## config.mk

```make
export PLATFORM = sky130hd
export DESIGN_NAME = uart_tx_8n1_flat
export DESIGN_NICKNAME = d
export VERILOG_FILES = /design/src/rtl/uart_pkg.sv /design/src/rtl/uart_tx_8n1_if.sv /design/src/rtl/baud_tick_gen.sv /design/src/rtl/uart_tx_8n1.sv /design/src/flat_wrapper.sv
export SDC_FILE = /design/constraint.sdc
export NUM_CORES = 1
export LEC_CHECK = 0
export ABC_AREA = 1
export BUFFER_PORTS_ARGS = -buffer_cell sky130_fd_sc_hd__buf_2
export CAP_MARGIN = 20
export CORE_MARGIN = 1
export CORE_UTILIZATION = 35
export DETAILED_ROUTE_END_ITERATION = 16
export GPL_ROUTABILITY_DRIVEN = 0
export GPL_TIMING_DRIVEN = 0
export PLACE_DENSITY_LB_ADDON = 0.1
export SYNTH_ARGS = -nofsm -noshare
export SYNTH_HDL_FRONTEND = slang
export SYNTH_SLANG_ARGS = --single-unit
```

## constraint.sdc

```tcl
create_clock -name clk -period 1.9 [get_ports clk]
set_input_delay 0 -clock clk [delete_from_list [all_inputs] [get_ports clk]]
set_output_delay 0 -clock clk [all_outputs]
set_load 0.05 [all_outputs]
```

## src/rtl/uart_pkg.sv

```systemverilog
// Shared UART definitions: FSM encoding, framing constants
// and the clocks-per-bit helper used by the TX and RX blocks.
package uart_pkg;

    typedef enum logic [1:0] {
        IDLE  = 2'd0,
        START = 2'd1,
        DATA  = 2'd2,
        STOP  = 2'd3
    } uart_state_e;

    localparam int UART_DATA_BITS = 8;
    localparam int UART_STOP_BITS = 1;

    // Clocks per bit, integer division of clock by baud rate.
    function automatic int uart_div(input int clk_freq, input int baud_rate);
        return clk_freq / baud_rate;
    endfunction

endpackage

```

## src/rtl/uart_tx_8n1_if.sv

```systemverilog
// Byte request / serial line bundle of the UART transmitter.
// master = requester, slave = transmitter.
interface uart_tx_8n1_if;

    logic       tx_start;
    logic [7:0] tx_data;
    logic       tx;
    logic       tx_busy;
    logic       tx_done;

    modport master (
        output tx_start,
        output tx_data,
        input  tx,
        input  tx_busy,
        input  tx_done
    );

    modport slave (
        input  tx_start,
        input  tx_data,
        output tx,
        output tx_busy,
        output tx_done
    );

endinterface

```

## src/rtl/baud_tick_gen.sv

```systemverilog
// Bit-period counter: counts 0..DIV-1 while enabled,
// held at zero otherwise, ticks on the last count.
module baud_tick_gen #(
    parameter int DIV = 16
) (
    input  logic clk,
    input  logic rst,
    input  logic en,
    output logic tick
);

    localparam int CW = (DIV > 2) ? $clog2(DIV) : 1;
    localparam logic [CW-1:0] LAST = CW'(DIV - 1);

    if (DIV < 2) begin : g_div_chk
        $error("baud_tick_gen: DIV must be at least 2");
    end

    logic [CW-1:0] cnt_q;
    logic [CW-1:0] cnt_d;

    // Next count: clear when idle, wrap after the last count.
    always_comb begin
        cnt_d = cnt_q;
        if (!en) begin
            cnt_d = '0;
        end else if (cnt_q == LAST) begin
            cnt_d = '0;
        end else begin
            cnt_d = cnt_q + CW'(1);
        end
    end

    // Counter register.
    always_ff @(posedge clk) begin
        if (rst) begin
            cnt_q <= '0;
        end else begin
            cnt_q <= cnt_d;
        end
    end

    assign tick = en && (cnt_q == LAST);

endmodule

```

## src/rtl/uart_tx_8n1.sv

```systemverilog
// 8N1 UART transmitter: start bit, eight data bits LSB first,
// one stop bit, with registered line, busy and done outputs.
module uart_tx_8n1
    import uart_pkg::*;
#(
    parameter int CLK_FREQ  = 100_000_000,
    parameter int BAUD_RATE = 9600
) (
    input  logic          clk,
    input  logic          rst,
    uart_tx_8n1_if.slave  bus
);

    localparam int DIV = uart_div(CLK_FREQ, BAUD_RATE);
    localparam logic [2:0] LAST_BIT = 3'(UART_DATA_BITS - 1);

    if (DIV < 2) begin : g_div_chk
        $error("uart_tx_8n1: CLK_FREQ/BAUD_RATE must be at least 2");
    end

    uart_state_e state_q, state_d;
    logic [2:0]  idx_q, idx_d;
    logic [7:0]  shift_q, shift_d;
    logic        tx_q, tx_d;
    logic        busy_q, busy_d;
    logic        done_q, done_d;
    logic        tick;
    logic        en;

    assign en = (state_q != IDLE);

    baud_tick_gen #(
        .DIV (DIV)
    ) u_baud (
        .clk  (clk),
        .rst  (rst),
        .en   (en),
        .tick (tick)
    );

    // State, bit index and shift register update.
    always_ff @(posedge clk) begin
        if (rst) begin
            state_q <= IDLE;
            idx_q   <= '0;
            shift_q <= '0;
        end else begin
            state_q <= state_d;
            idx_q   <= idx_d;
            shift_q <= shift_d;
        end
    end

    // Next state: a start request is only seen while idle.
    always_comb begin
        state_d = state_q;
        idx_d   = idx_q;
        shift_d = shift_q;
        unique case (state_q)
            IDLE: begin
                if (bus.tx_start) begin
                    shift_d = bus.tx_data;
                    state_d = START;
                end
            end
            START: begin
                if (tick) begin
                    idx_d   = '0;
                    state_d = DATA;
                end
            end
            DATA: begin
                if (tick) begin
                    shift_d = shift_q >> 1;
                    if (idx_q == LAST_BIT) begin
                        state_d = STOP;
                    end else begin
                        idx_d = idx_q + 3'd1;
                    end
                end
            end
            STOP: begin
                if (tick) begin
                    state_d = IDLE;
                end
            end
            default: state_d = IDLE;
        endcase
    end

    // Output decode from the upcoming state so outputs are registered.
    always_comb begin
        tx_d   = 1'b1;
        busy_d = (state_d != IDLE);
        done_d = (state_q == STOP) && tick;
        unique case (state_d)
            IDLE:    tx_d = 1'b1;
            START:   tx_d = 1'b0;
            DATA:    tx_d = shift_d[0];
            STOP:    tx_d = 1'b1;
            default: tx_d = 1'b1;
        endcase
    end

    // Output registers; the line idles high.
    always_ff @(posedge clk) begin
        if (rst) begin
            tx_q   <= 1'b1;
            busy_q <= 1'b0;
            done_q <= 1'b0;
        end else begin
            tx_q   <= tx_d;
            busy_q <= busy_d;
            done_q <= done_d;
        end
    end

    assign bus.tx      = tx_q;
    assign bus.tx_busy = busy_q;
    assign bus.tx_done = done_q;

endmodule
```

## src/flat_wrapper.sv

```systemverilog
// flat-port wrapper written by rule: the top's interface ports become plain ports
module uart_tx_8n1_flat import uart_pkg::*;
#(
    parameter int CLK_FREQ  = 100_000_000,
    parameter int BAUD_RATE = 9600
)
  (clk, rst, bus_tx_start, bus_tx_data, bus_tx, bus_tx_busy, bus_tx_done);
  uart_tx_8n1_if bus_i ();
  input  logic clk;
  input  logic rst;
  input wire logic [$bits(bus_i.tx_start)-1:0] bus_tx_start;
  input wire logic [$bits(bus_i.tx_data)-1:0] bus_tx_data;
  output wire logic [$bits(bus_i.tx)-1:0] bus_tx;
  output wire logic [$bits(bus_i.tx_busy)-1:0] bus_tx_busy;
  output wire logic [$bits(bus_i.tx_done)-1:0] bus_tx_done;
  assign bus_i.tx_start = bus_tx_start;
  assign bus_i.tx_data = bus_tx_data;
  assign bus_tx = bus_i.tx;
  assign bus_tx_busy = bus_i.tx_busy;
  assign bus_tx_done = bus_i.tx_done;
  uart_tx_8n1 #(.CLK_FREQ(CLK_FREQ), .BAUD_RATE(BAUD_RATE)) u_core (.clk(clk), .rst(rst), .bus(bus_i));
endmodule
```

== Word level (Yosys, flattened, before mapping) ==
Index checks and enable logic that the tools add are counted.

* Register bits after elaboration: 30
* Input port bits: 11
* Output and inout port bits: 3
* Logic and storage cells: 49

* Add/subtract/negate cells: 2
* Equal/unequal tests: 12
* Muxes and demuxes: 14
* Bitwise operators: 1
* Reduce and logical (&&, ||, !) cells: 12

{| class="wikitable"
|+ Operator list
! operator !! count
|-
| $mux 8 || 2
|-
| $pmux 8 s2 || 1
|-
| $add 14x1->14 const B || 1
|-
| $eq 14x14->1 const B || 1
|-
| $mux 2 || 5
|-
| $mux 3 || 3
|-
| $eq 2x2->1 const B || 4
|-
| $pmux 2 s4 || 1
|-
| $reduce_bool 2->1 || 4
|-
| $pmux 3 s2 || 1
|-
| $eq 2x1->1 const B || 2
|-
| $logic_not 2->1 || 2
|-
| $ne 2x1->1 const B || 2
|-
| $ne 2x2->1 const B || 2
|-
| $reduce_and 4->1 || 1
|-
| $add 3x1->3 const B || 1
|-
| $eq 3x3->1 const B || 1
|-
| $pmux 1 s3 || 1
|-
| $reduce_and 3->1 || 1
|-
| $reduce_or 3->1 || 1
|-
| $logic_and 1x1->1 || 2
|-
| $reduce_or 2->1 || 1
|-
| $not 1->1 || 1
|}

== Logic depth before layout (Yosys ltp) ==
Gate-level depths: netlist (run 1).

* Depth in word-level cells: 7
* Gate-level depth with buffers: 13
* Gate-level depth less buffers: 13

== Hierarchy ==
From an unflattened synthesis (run 1), not the netlist that was laid out.

* Cell total of the unflattened synthesis: 220
* Area, all modules: 1537.7 um^2

{| class="wikitable"
|+ Modules (own cells, without submodules)
! module !! times used !! cells an instance !! area an instance (um^2) !! seq. area each (um^2)
|-
| baud_tick_gen || 1 || 118 || 770.7 || 280.3
|-
| uart_tx_8n1 || 1 || 102 || 767.0 || 320.3
|}

== Worst setup path after synthesis (run 1) ==
Ideal clock, no wire load.

* Kind: reg2reg
* Start: register u_core.u_baud.cnt_q[0]
* End: register u_core.tx_q, in the netlist u_core.bus.tx
* Library setup time: 0.058 ns
* Data arrival time: 1.596 ns
* Data required time: 1.842 ns
* Path slack: 0.245 ns
* Cell stages (with the launch flop): 12
* Path buffers: 0
* Period minus slack after synthesis: 1.655 ns
* Cells stage by stage: dfxtp_1 ha_1 nand3_2 nor3_1 nand2_1 nor3_2 nor2_1 o21ai_2 ha_1 nand2_1 nand2_1 nand2_1

* Longest elaborated chain between the ends: 7
* Elaborated cells on any way between the ends: 14
* Classes of those cells: eq/ne (4); mux (7); reduce/logical (3)

{| class="wikitable"
|+ Ends and longest elaborated chain
! element !! line !! RTL
|-
| from (decl) || baud_tick_gen.sv:19 || <nowiki>logic [CW-1:0] cnt_q;</nowiki>
|-
| from (signal assigned) || baud_tick_gen.sv:39 || <nowiki>cnt_q <= cnt_d;</nowiki>
|-
| $eq 14x14->1 * || baud_tick_gen.sv:43 || <nowiki>assign tick = en && (cnt_q == LAST);</nowiki>
|-
| $logic_and 1x1->1 * || baud_tick_gen.sv:43 ||
|-
| $mux 2, on equally long branches || uart_tx_8n1.sv:83, uart_tx_8n1.sv:67, uart_tx_8n1.sv:73 ||
|-
| $pmux 2 s4 || uart_tx_8n1.sv:59 || <nowiki>unique case (state_q)</nowiki>
|-
| $eq 2x2->1 / $logic_not 2->1 (equally long branches) || uart_tx_8n1.sv:96 || <nowiki>unique case (state_d)</nowiki>
|-
| $reduce_or 2->1 (no line) || n/a ||
|-
| $pmux 1 s3 * || uart_tx_8n1.sv:96 ||
|-
| to (signal assigned) || uart_tx_8n1.sv:112 || <nowiki>tx_q <= tx_d;</nowiki>
|-
| to (decl) || uart_tx_8n1.sv:24 || <nowiki>logic tx_q, tx_d;</nowiki>
|}

Every way passes the cells marked *; elsewhere a longest branch is shown, timed or not. The select of a mux whose other input is x is not followed.
A chain may end at the register's enable or synchronous reset.

== Worst setup path after layout (run 1) ==
Ends and elaborated chain as after synthesis.

==> run metrics, run 1 <==
outcome finished, final reports clean; DR DRC count 0; Synth top cells by count nand2_1, dfxtp_1, inv_1, nor2_1, nand3_1; Port Buffers 12; Synth Area in Compound Gates 0.0971; YS warnings 0; mux cell area share after synthesis 0; switch share 0.235; Post-Syn Area per Cell just over 7 um2; floorplan core area 4030 um2; worst-path maximum fanout 4; max frequency 555 MHz; Clk pwr share 0.409; Cell Int Power approximately 970 uW; fin worst setup slack approximately 0.097 ns; Ports 14; Final setup viols 0; Post-synth EDFFs 0; Mapped Nets 219; largest net degree at the start of global routing 11; Cell Pwr Density 714 nW/um2; Synth Flop Type dfxtp_1; Clock Latency Late Sink around 0.28 ns; Synth Area in Simple Gates 0.344; Max Cap Violations 0; most used cell, CP nand2_1; Worst Setup End Kind register; Critical Path RT around 2.1 ns; crit start category register; WL/cell about 11 um; Routed WL between 3 and 4 mm; first-pass GRT wire length between 5 and 6 mm; Die W 66.8 um; Bufs and invs on worst path 0; Starting DRT DRC Count 35; crit-path cells ha_4 -> nand3_4 -> nor3_4 -> nand2_2 -> nor3_2 -> nor2_1 -> o21ai_2 -> ha_1 -> nand2_1 -> nand2_1 -> nand2_1; kind of critical path reg2reg; Initial Util 0.365; top-area cell type share of the netlist area 0.409; post-detail-place hpwl 2.15 mm; Seq. cell area between 600 and 700 um2; critical path's slowest cell dfxtp_4; xor and xnor fraction of the mapped netlist area 0.0119; Max VDD drop 0.326 mV; worst hold-check path type in2reg; Initial DRT Pass Iterations 4; #FFs+latches synth 30; die area 4460 um2; clock root buffer clkbuf_8; critical path's top delay family simple AND/OR/NAND/NOR gates; Worst path max stage delay 0.37 ns; Lkg Pwr approximately 0.75 nW; Post-Place Setup Slack -0.00210 ns; cell row count 23; fraction of layout cells with a size suffix above 1 0.220; GRT Total Usage 0.157; Max clock buf depth 2; TritonCTS Sinks 30; Worst Max-Slew Pin Slew 0.460 ns; sequential fraction of the synthesis area 0.409; count of final hold-check violations 0; Clock transition at path regs roughly 0.060 ns; Post-Syn Area 1470 um2; DR vias/cell 4.79; grt ovf 0; Die Height roughly 67 um; Adder-Cell Fraction of Synth Area 0.0511; sequential share of power 0.516; nets 243; area grow syn2layout 21.0%; relative max-transition margin 0.694; Tot Pwr 1.27 mW; Post-synth ARST share 0; min Tclk post-route about 1.8 ns; antenna cell count 0; fillcell total between 400 and 500; DR vias 1328; most frequent cell after synthesis nand2_1; Switch Pwr 298 uW; Num CTS Buffers 5; final worst path period share 0.949; CTS tree yes; Max Clock Skew 0.00672 ns; Comb pwr share 0.075; initial antenna violation count 0; vias in the first global route 1211; Multi-input gate area 782 um2; synth top area cells dfxtp_1, nand2_1, inv_1; antenna-violating nets left 0; CP Data Arrival Time 2.03 ns; Synth area leader dfxtp_1; Pins Over Slew Limit 0; combinational family with the most area after synthesis simple AND/OR/NAND/NOR gates; H-tree depth 2; Mapped Cells 202; distinct cell type count after synthesis 26
tightest hold or removal path: cells and delay by family:
kind | cells | cell delay (ns)
AO/OA/AOI/OAI | 1 | 0.08
AND/OR/NAND/NOR | 1 | 0.07
buffers and inverters | 1 | 0.09
metal layers:
| layer | vias up | track usage | routed length [um] | part of all wire |
|---|---|---|---|---|
| li1 | 693 | - | - | - |
| met1 | 608 | 0.169 | 1300 | 0.43 |
| met2 | 20 | 0.277 | 1570 | 0.52 |
| met3 | 7 | 0.0514 | 96 | 0.032 |
| met4 | 0 | 0.0718 | 58 | 0.019 |
| met5 | - | 0 | 0 | 0 |
through the flow:
step	hold slack [ns]	util	std cells	TNS, ns	area (um2)
after floorplan	0.0694	-	202	0	1470
after global placement	0.248	0.395	264	0	1590
after detailed placement	0.259	0.395	264	-0.00210	1590
after CTS	0.00152	0.430	277	0	1730
after global routing	0.0159	0.441	277	-0.0286	1780
final	0.0161	0.441	277	0	1780
repair_timing:
| item | in CTS | in global routing |
|---|---|---|
| buffers inserted | 1 | 0 |
| gates resized for setup | 2 | 11 |
| endpoints found under the setup margin | 1 | 1 |
| endpoints found under the hold margin | 6 | 0 |
| hold buffers | 4 | 0 |
| pin swaps | 2 | 4 |
cells in the final DEF, fill, tap and decap left out, types with 6 or more instances in the layout:
cell type  netlist  layout
a21oi_1          9       9
a31oi_1          7       7
clkbuf_8         0       6
inv_2            6       7
dfxtp_1         30      27
nand2_1         50      49
buf_2            0      12
inv_1           26      25
nand3_1         14      14
nor2_1          19      18
worst paths after layout:
check	slack, ns	to	depth (start not counted)	startpoint
max	0.1	u_core.bus.tx$_SDFF_PP1_	11	u_core.u_baud.cnt_q[0]$_SDFF_PP0_
max reg2reg	0.1	u_core.bus.tx$_SDFF_PP1_	11	u_core.u_baud.cnt_q[0]$_SDFF_PP0_
min	0.02	u_core.shift_q[6]$_SDFFE_PP0P_	3	bus_tx_data[6]
min reg2reg	0.45	u_core.u_baud.cnt_q[0]$_SDFF_PP0_	1	u_core.u_baud.cnt_q[0]$_SDFF_PP0_
state kept, by name, indices dropped and copies added, names as in the netlist:
register	count
u_core.bus.tx	1
u_core.bus.tx_busy	1
u_core.bus.tx_done	1
u_core.idx_q	3
u_core.shift_q	8
u_core.state_q	2
u_core.u_baud.cnt_q	14
power groups by stage:
stage | combinational, mW | sequential [mW] | clock (mW)
2_1_floorplan | 0.0503 | 0.677 | 0
3_3_place_gp | 0.0848 | 0.667 | 0
3_5_place_dp | 0.0877 | 0.668 | 0
4_1_cts | 0.0946 | 0.655 | 0.548
5_1_grt | 0.106 | 0.656 | 0.570
6_report | 0.0949 | 0.655 | 0.519
cells by family after synthesis:
logic type               after synthesis
AO/OA/AOI/OAI                         25
XOR/XNOR                               2
adder cells (fa/ha/maj)                6
buffers and inverters                 34
flip-flops                            30
AND/OR/NAND/NOR                      105
area by class of cell:
type / count / share of cell area
multi-input cells: 138 / 0.440
flip-flops and latches: 30 / 0.341
inverters: 32 / 0.0676
repair buffers: 17 / 0.0605
clock buffers: 7 / 0.0486
well taps: 50 / 0.0352
plain buffers: 2 / 0.00422
clock inverters: 1 / 0.00281
Power figures use the tool's default switching activity.
==> run 2: changes to the inputs <==
--- a/config.mk
+++ b/config.mk
@@ -8,6 +8,7 @@
 export ABC_AREA = 1
 export BUFFER_PORTS_ARGS = -buffer_cell sky130_fd_sc_hd__buf_2
 export CAP_MARGIN = 20
+export CORE_ASPECT_RATIO = 0.9
 export CORE_MARGIN = 1
 export CORE_UTILIZATION = 35
 export DETAILED_ROUTE_END_ITERATION = 16
==> constraint.sdc (replaced) <==
create_clock -name clk -period 1.45 [get_ports clk]
set_input_delay 0 -clock clk [delete_from_list [all_inputs] [get_ports clk]]
set_output_delay 0 -clock clk [all_outputs]
set_load 0.05 [all_outputs]
==> run metrics, run 2 (synthesized netlist as in run 1, its figures left out) <==
Seq. cell area 619 um2 (was 607 um2); most used cell, CP nand2_1 (unchanged); CP Data Arrival Time 1.82 ns (was 2.03 ns); crit start category register (unchanged); Largest register FFs 14 (unchanged); Reg2Reg Depth 12 (was 11); antenna cell count 0 (unchanged); die area 4460 um2 (about the same); Initial DRT Pass Iterations 4 (unchanged); critical path's slowest cell dfxtp_4 (unchanged); Ports 14 (unchanged); Min-Delay Startpoint bus_tx_data[5] (was bus_tx_data[6]); vias in the first global route 1239 (was 1211); final worst path period share 1.14 (was 0.949); TritonCTS Sinks 30 (unchanged); Multi-input gate area 880 um2 (was 782 um2); most frequent cells in the layout nand2_1, inv_1, dfxtp_1 (was nand2_1, dfxtp_1, inv_1); WL/cell 11.3 um (was 10.9 um); Worst path max stage delay 0.36 ns (was 0.37 ns); first-pass GRT wire length 5.34 mm (was 5.16 mm); GRT Total Usage 0.152 (was 0.157); Worst R2R End u_core.bus.tx$_SDFF_PP1_ (unchanged); Clock Latency Late Sink 0.28 ns (about the same); outcome complete, but fails checks (was finished, final reports clean); fin worst setup slack -0.205 ns (was 0.0970 ns); grt ovf 0 (unchanged); crit-path cells ha_4 -> nand3_4 -> nor2_4 -> nand2_2 -> nand2_1 -> nand2_2 -> buf_4 -> ha_1 -> nand2_1 -> nand2_1 -> nand2_1 -> nand2_1 (was ha_4 -> nand3_4 -> nor3_4 -> nand2_2 -> nor3_2 -> nor2_1 -> o21ai_2 -> ha_1 -> nand2_1 -> nand2_1 -> nand2_1); R2R setup slack -0.20 ns (was 0.1 ns); worst hold-check path type in2reg (unchanged); R2R Path Start u_core.u_baud.cnt_q[0]$_SDFF_PP0_ (unchanged); Initial Util 0.380 (was 0.365); Die Height 63.5 um (was 66.8 um); Worst Max-Slew Pin Slew 0.482 ns (was 0.460 ns); Area after DPL 1620 um2 (was 1590 um2); Bufs and invs on worst path 1 (was 0); Routed WL 3.20 mm (was 3.03 mm); Tot Pwr 1.68 mW (was 1.27 mW); min Tclk post-route 1.65 ns (was 1.80 ns); largest register by flop count u_core.u_baud.cnt_q (unchanged); violated checks setup timing; max frequency 604 MHz (was 555 MHz); Max Cap Violations 0 (unchanged); area grow syn2layout 33.1% (was 21.0%); setup_tns -0.451 ns (was 0 ns); most common cell after layout, fill and taps aside nand2_1 (unchanged); relative max-transition margin 0.679 (was 0.694); Port Buffers 12 (unchanged); Max clock buf depth 2 (unchanged); kind of critical path reg2reg (unchanged); Max VDD drop 0.567 mV (was 0.326 mV); critical path's top delay family simple AND/OR/NAND/NOR gates (unchanged); initial antenna violation count 0 (unchanged); Die W 70.3 um (was 66.8 um); Pins Over Slew Limit 0 (unchanged); Starting DRT DRC Count 45 (was 35); fraction of layout cells with a size suffix above 1 0.371 (was 0.220); CTS tree yes (unchanged); worst-path maximum fanout 4 (unchanged); antenna-violating nets left 0 (unchanged); fillcell total 389 (was 426); cell row count 21 (was 23); top flop regs u_core.u_baud.cnt_q (14), u_core.shift_q (8), u_core.idx_q (3) (unchanged); Hold Slack 0.00839 ns (was 0.0161 ns); largest net degree at the start of global routing 11 (unchanged); post-detail-place hpwl 2.12 mm (was 2.15 mm); Clock transition at path regs 0.06 ns (about the same); H-tree depth 2 (unchanged); floorplan core area 3860 um2 (was 4030 um2); fin area 1960 um2 (was 1780 um2); Cell Pwr Density 859 nW/um2 (was 714 nW/um2); DR vias/cell 4.76 (was 4.79); Hold Path Cell Cnt 3 (unchanged); clock root buffer clkbuf_8 (unchanged); nets 253 (was 243); DR DRC count 0 (unchanged); Lkg Pwr 0.821 nW (was 0.748 nW); Hold EP u_core.shift_q[5]$_SDFFE_PP0P_ (was u_core.shift_q[6]$_SDFFE_PP0P_); Max Clock Skew 0.00177 ns (was 0.00672 ns); RSZ-0062 raised after global routing true; count of final hold-check violations 0 (unchanged); Final setup viols 6 (was 0); Critical Path RT 1.62 ns (was 2.12 ns); DR vias 1346 (was 1328); Num CTS Buffers 5 (unchanged); Worst Setup End Kind register (unchanged)
[run 2: cell count changes in the layout (fill, tap and decap cells not counted), moves of 4 or more]
cell,change
buf_4,+12
dfxtp_1,-10
dfxtp_2,+10
nand2_1,-4
nor2_1,-4
[run 2: final cells by class]
class / instances / share of cell area
clock buffers: 7 / 0.0441
repair buffers: 27 / 0.0909
plain buffers: 2 / 0.00384
flip-flops and latches: 30 / 0.317
clock inverters: 1 / 0.00256
inverters: 32 / 0.0627
well taps: 46 / 0.0294
multi-input cells: 138 / 0.450
[run 2: worst max-delay path by stage]
stage                     slack [ns]                                from  depth (start not counted)                        to
after floorplan                -0.15   u_core.u_baud.cnt_q[0]$_SDFF_PP0_                         10  u_core.bus.tx$_SDFF_PP1_
after global placement         -0.31        u_core.state_q[1]$_SDFF_PP0_                         11  u_core.bus.tx$_SDFF_PP1_
after detailed placement       -0.33  u_core.u_baud.cnt_q[11]$_SDFF_PP0_                         12  u_core.bus.tx$_SDFF_PP1_
after CTS                      -0.27   u_core.u_baud.cnt_q[1]$_SDFF_PP0_                         12  u_core.bus.tx$_SDFF_PP1_
after global routing           -0.33   u_core.u_baud.cnt_q[7]$_SDFF_PP0_                         13  u_core.bus.tx$_SDFF_PP1_
final                          -0.20   u_core.u_baud.cnt_q[0]$_SDFF_PP0_                         12  u_core.bus.tx$_SDFF_PP1_
[run 2: stage by stage]
step,setup WS [ns],util,std cells
after global placement,-0.307,0.419,260
final,-0.205,0.506,283
after floorplan,-0.154,-,202
after global routing,-0.329,0.506,283
after CTS,-0.272,0.474,277
after detailed placement,-0.333,0.419,260
[run 2: routing by layer]
layer | vias up | routed length (um) | track usage
li1 | 705 | - | -
met1 | 613 | 1600 | 0.193
met2 | 24 | 1430 | 0.239
met3 | 4 | 129 | 0.0496
met4 | 0 | 34 | 0.0525
met5 | - | 0 | 0
[run 2: timing repair]
item	in CTS	in global routing
pin swaps	11	14
setup endpoints to repair	8	19
endpoints found under the hold margin	5	0
cloned	0	0
hold buffers	2	0
setup buffers	7	6
gates resized for setup	14	28
[run 2: power by group]
part	total, mW	leakage (nW)	internal, mW	switching, mW
registers	0.858	0.251	0.845	0.0130
logic	0.132	0.523	0.0487	0.0830
clock network	0.691	0.0482	0.382	0.308
[run 2: worst register-to-register path, cell delays in order (launching register included)]
cell and delay, ns:
dfxtp_4 0.36, ha_4 0.14, nand3_4 0.12, nor2_4 0.13, nand2_2 0.10, nand2_1 0.12
nand2_2 0.08, buf_4 0.13, ha_1 0.16, nand2_1 0.06, nand2_1 0.05, nand2_1 0.05
nand2_1 0.05
==> run 3: changes to the inputs <==
--- a/config.mk
+++ b/config.mk
@@ -8,13 +8,17 @@
 export ABC_AREA = 1
 export BUFFER_PORTS_ARGS = -buffer_cell sky130_fd_sc_hd__buf_2
 export CAP_MARGIN = 20
+export CELL_PAD_IN_SITES_DETAIL_PLACEMENT = 0
+export CELL_PAD_IN_SITES_GLOBAL_PLACEMENT = 1
 export CORE_ASPECT_RATIO = 0.9
 export CORE_MARGIN = 1
 export CORE_UTILIZATION = 35
 export DETAILED_ROUTE_END_ITERATION = 16
 export GPL_ROUTABILITY_DRIVEN = 0
 export GPL_TIMING_DRIVEN = 0
+export HOLD_SLACK_MARGIN = 0.15
 export PLACE_DENSITY_LB_ADDON = 0.1
+export SETUP_SLACK_MARGIN = 0.4
 export SYNTH_ARGS = -nofsm -noshare
 export SYNTH_HDL_FRONTEND = slang
 export SYNTH_SLANG_ARGS = --single-unit
==> run metrics, run 3 (synthesized netlist as in run 1, its figures left out) <==
GR met3 Demand/Resource 0.0448 (was 0.0496); final worst path period share 1.15 (was 1.14); post-detail-place hpwl 2.20 mm (was 2.12 mm); placed cell count 260 (unchanged); WL/cell 11.3 um (about the same); Initial DRT Pass Iterations 4 (unchanged); DR DRC count 0 (unchanged); Ports 14 (unchanged); Clock transition at path regs 0.06 ns (about the same); Lkg Pwr 0.916 nW (was 0.821 nW); max frequency 600 MHz (was 604 MHz); critical path's slowest cell dfxtp_2 (was dfxtp_4); Num CTS Buffers 5 (unchanged); fillcell total 381 (was 389); largest register by flop count u_core.u_baud.cnt_q (unchanged); most used cell, CP nand2_1 (unchanged); crit start category register (unchanged); Max Clock Skew 0.00560 ns (was 0.00177 ns); vias in the first global route 1318 (was 1239); fin area 2190 um2 (was 1960 um2); Die Height 63.5 um (unchanged); area grow syn2layout 49.0% (was 33.1%); Worst path max stage delay 0.34 ns (was 0.36 ns); antenna-violating nets left 0 (unchanged); crit-path cells ha_2 -> ha_4 -> inv_1 -> nor2_2 -> nor3_2 -> nor2_1 -> o21ai_2 -> ha_4 -> nand2_1 -> nand2_1 -> nand2_1 (was ha_4 -> nand3_4 -> nor2_4 -> nand2_2 -> nand2_1 -> nand2_2 -> buf_4 -> ha_1 -> nand2_1 -> nand2_1 -> nand2_1 -> nand2_1); Max Cap Violations 0 (unchanged); Die W 70.3 um (unchanged); most frequent cells in the layout nand2_1, inv_1, dfxtp_1 (unchanged); worst-path maximum fanout 4 (unchanged); Cell Pwr Density 745 nW/um2 (was 859 nW/um2); floorplan core area 3860 um2 (unchanged); RSZ-0062 raised after global routing true (unchanged); H-tree depth 2 (unchanged); Bufs and invs on worst path 1 (unchanged); antenna cell count 0 (unchanged); cell row count 21 (unchanged); Worst Setup End Kind register (unchanged); GR Layer Usage met2 0.265 (was 0.239); nets 272 (was 253); min Tclk post-route 1.67 ns (was 1.65 ns); final core occ 0.567 (was 0.506); fraction of layout cells with a size suffix above 1 0.404 (was 0.371); violated checks setup timing (unchanged); Initial Util 0.380 (unchanged); global routing's busiest layer met2 (unchanged); Largest register FFs 14 (unchanged); met1 usage 0.210 (was 0.193); Max clock buf depth 2 (unchanged); fin worst setup slack -0.216 ns (was -0.205 ns); Max VDD drop 0.503 mV (was 0.567 mV); outcome complete, but fails checks (unchanged); DR vias 1445 (was 1346); initial antenna violation count 0 (unchanged); kind of critical path reg2reg (unchanged); count of final hold-check violations 0 (unchanged); critical path's top delay family adder cells (was simple AND/OR/NAND/NOR gates); TritonCTS Sinks 30 (unchanged); Port Buffers 12 (unchanged); clock root buffer clkbuf_8 (unchanged); Clock Latency Late Sink 0.27 ns (was 0.28 ns); most common cell after layout, fill and taps aside nand2_1 (unchanged); DR vias/cell 4.80 (was 4.76); grt ovf 0 (unchanged); first-pass GRT wire length 5.70 mm (was 5.34 mm); CP Data Arrival Time 1.84 ns (was 1.82 ns); Hold Slack 0.183 ns (was 0.00839 ns); Final setup viols 18 (was 6); worst hold-check path type in2reg (unchanged); Post-Layout Cell Count 301 (was 283); Pins Over Slew Limit 0 (unchanged); relative max-transition margin 0.676 (was 0.679); GRT Total Usage 0.166 (was 0.152); Critical Path RT 1.62 ns (about the same); CTS tree yes (unchanged); largest net degree at the start of global routing 11 (unchanged); Starting DRT DRC Count 60 (was 45); Routed WL 3.40 mm (was 3.20 mm); Post-Place Setup Slack -0.360 ns (was -0.333 ns); Area after DPL 1630 um2 (was 1620 um2); top flop regs u_core.u_baud.cnt_q (14), u_core.shift_q (8), u_core.idx_q (3) (unchanged); die area 4460 um2 (unchanged); Worst Max-Slew Pin Slew 0.486 ns (was 0.482 ns)
[run 3: cell types whose count changed in the layout (fill, tap and decap cells not counted), sizes merged]
cell / delta
buf: +11
dlygate4sd3: +8
clkinv: -1
[run 3: area by class of cell]
cell class	instances	area, um2	share of cell area
Inverter	32	128	0.0583
Buffer	2	7.51	0.00343
Timing Repair Buffer	46	378	0.173
Multi-Input combinational cell	138	923	0.422
Clock buffer	7	76.3	0.0349
Tap cell	46	57.6	0.0263
Sequential cell	30	618	0.282
[run 3: repair_timing]
item,in CTS,in global routing
pin swaps,9,9
hold endpoints to repair,10,0
resized for setup,31,27
setup buffers,15,9
endpoints found under the setup margin,30,30
hold buffers,10,0
[run 3: metal layers]
metal,vias to the layer above,wire length (um)
met5,-,0
met4,0,40
met3,6,131
met2,26,1670
met1,658,1560
li1,755,-
[run 3: where the power goes]
part | switching, mW | internal, mW
Sequential | 0.0128 | 0.844
Combinational | 0.0899 | 0.0730
Clock | 0.282 | 0.329
[run 3: stage by stage]
stage               TNS [ns]  total power, mW
detailed placement    -0.599            0.993
finish                 -1.86             1.63
global route           -3.92             1.73
floorplan             -0.165            0.955
CTS                    -1.45             1.65
global placement      -0.502            0.989
[run 3: path summary, 6_finish.rpt]
path | start | to | slack [ns] | depth (start not counted)
worst max-delay path | u_core.idx_q[0]$_SDFFE_PP0P_ | u_core.bus.tx$_SDFF_PP1_ | -0.22 | 11
worst min-delay path | bus_tx_start | u_core.shift_q[7]$_SDFFE_PP0P_ | 0.18 | 3
worst max register to register | u_core.idx_q[0]$_SDFFE_PP0P_ | u_core.bus.tx$_SDFF_PP1_ | -0.22 | 11
worst min register to register | u_core.idx_q[0]$_SDFFE_PP0P_ | u_core.idx_q[0]$_SDFFE_PP0P_ | 0.45 | 1
[run 3: worst reg2reg max path: cells and delay by family (launching register included)]
family | cells | cell delay [ns]
buffers and inverters | 1 | 0.04
adders and majority gates | 3 | 0.61
and+or+nand+nor | 6 | 0.46
AOI/OAI and AO/OA | 1 | 0.11
DFF | 1 | 0.34
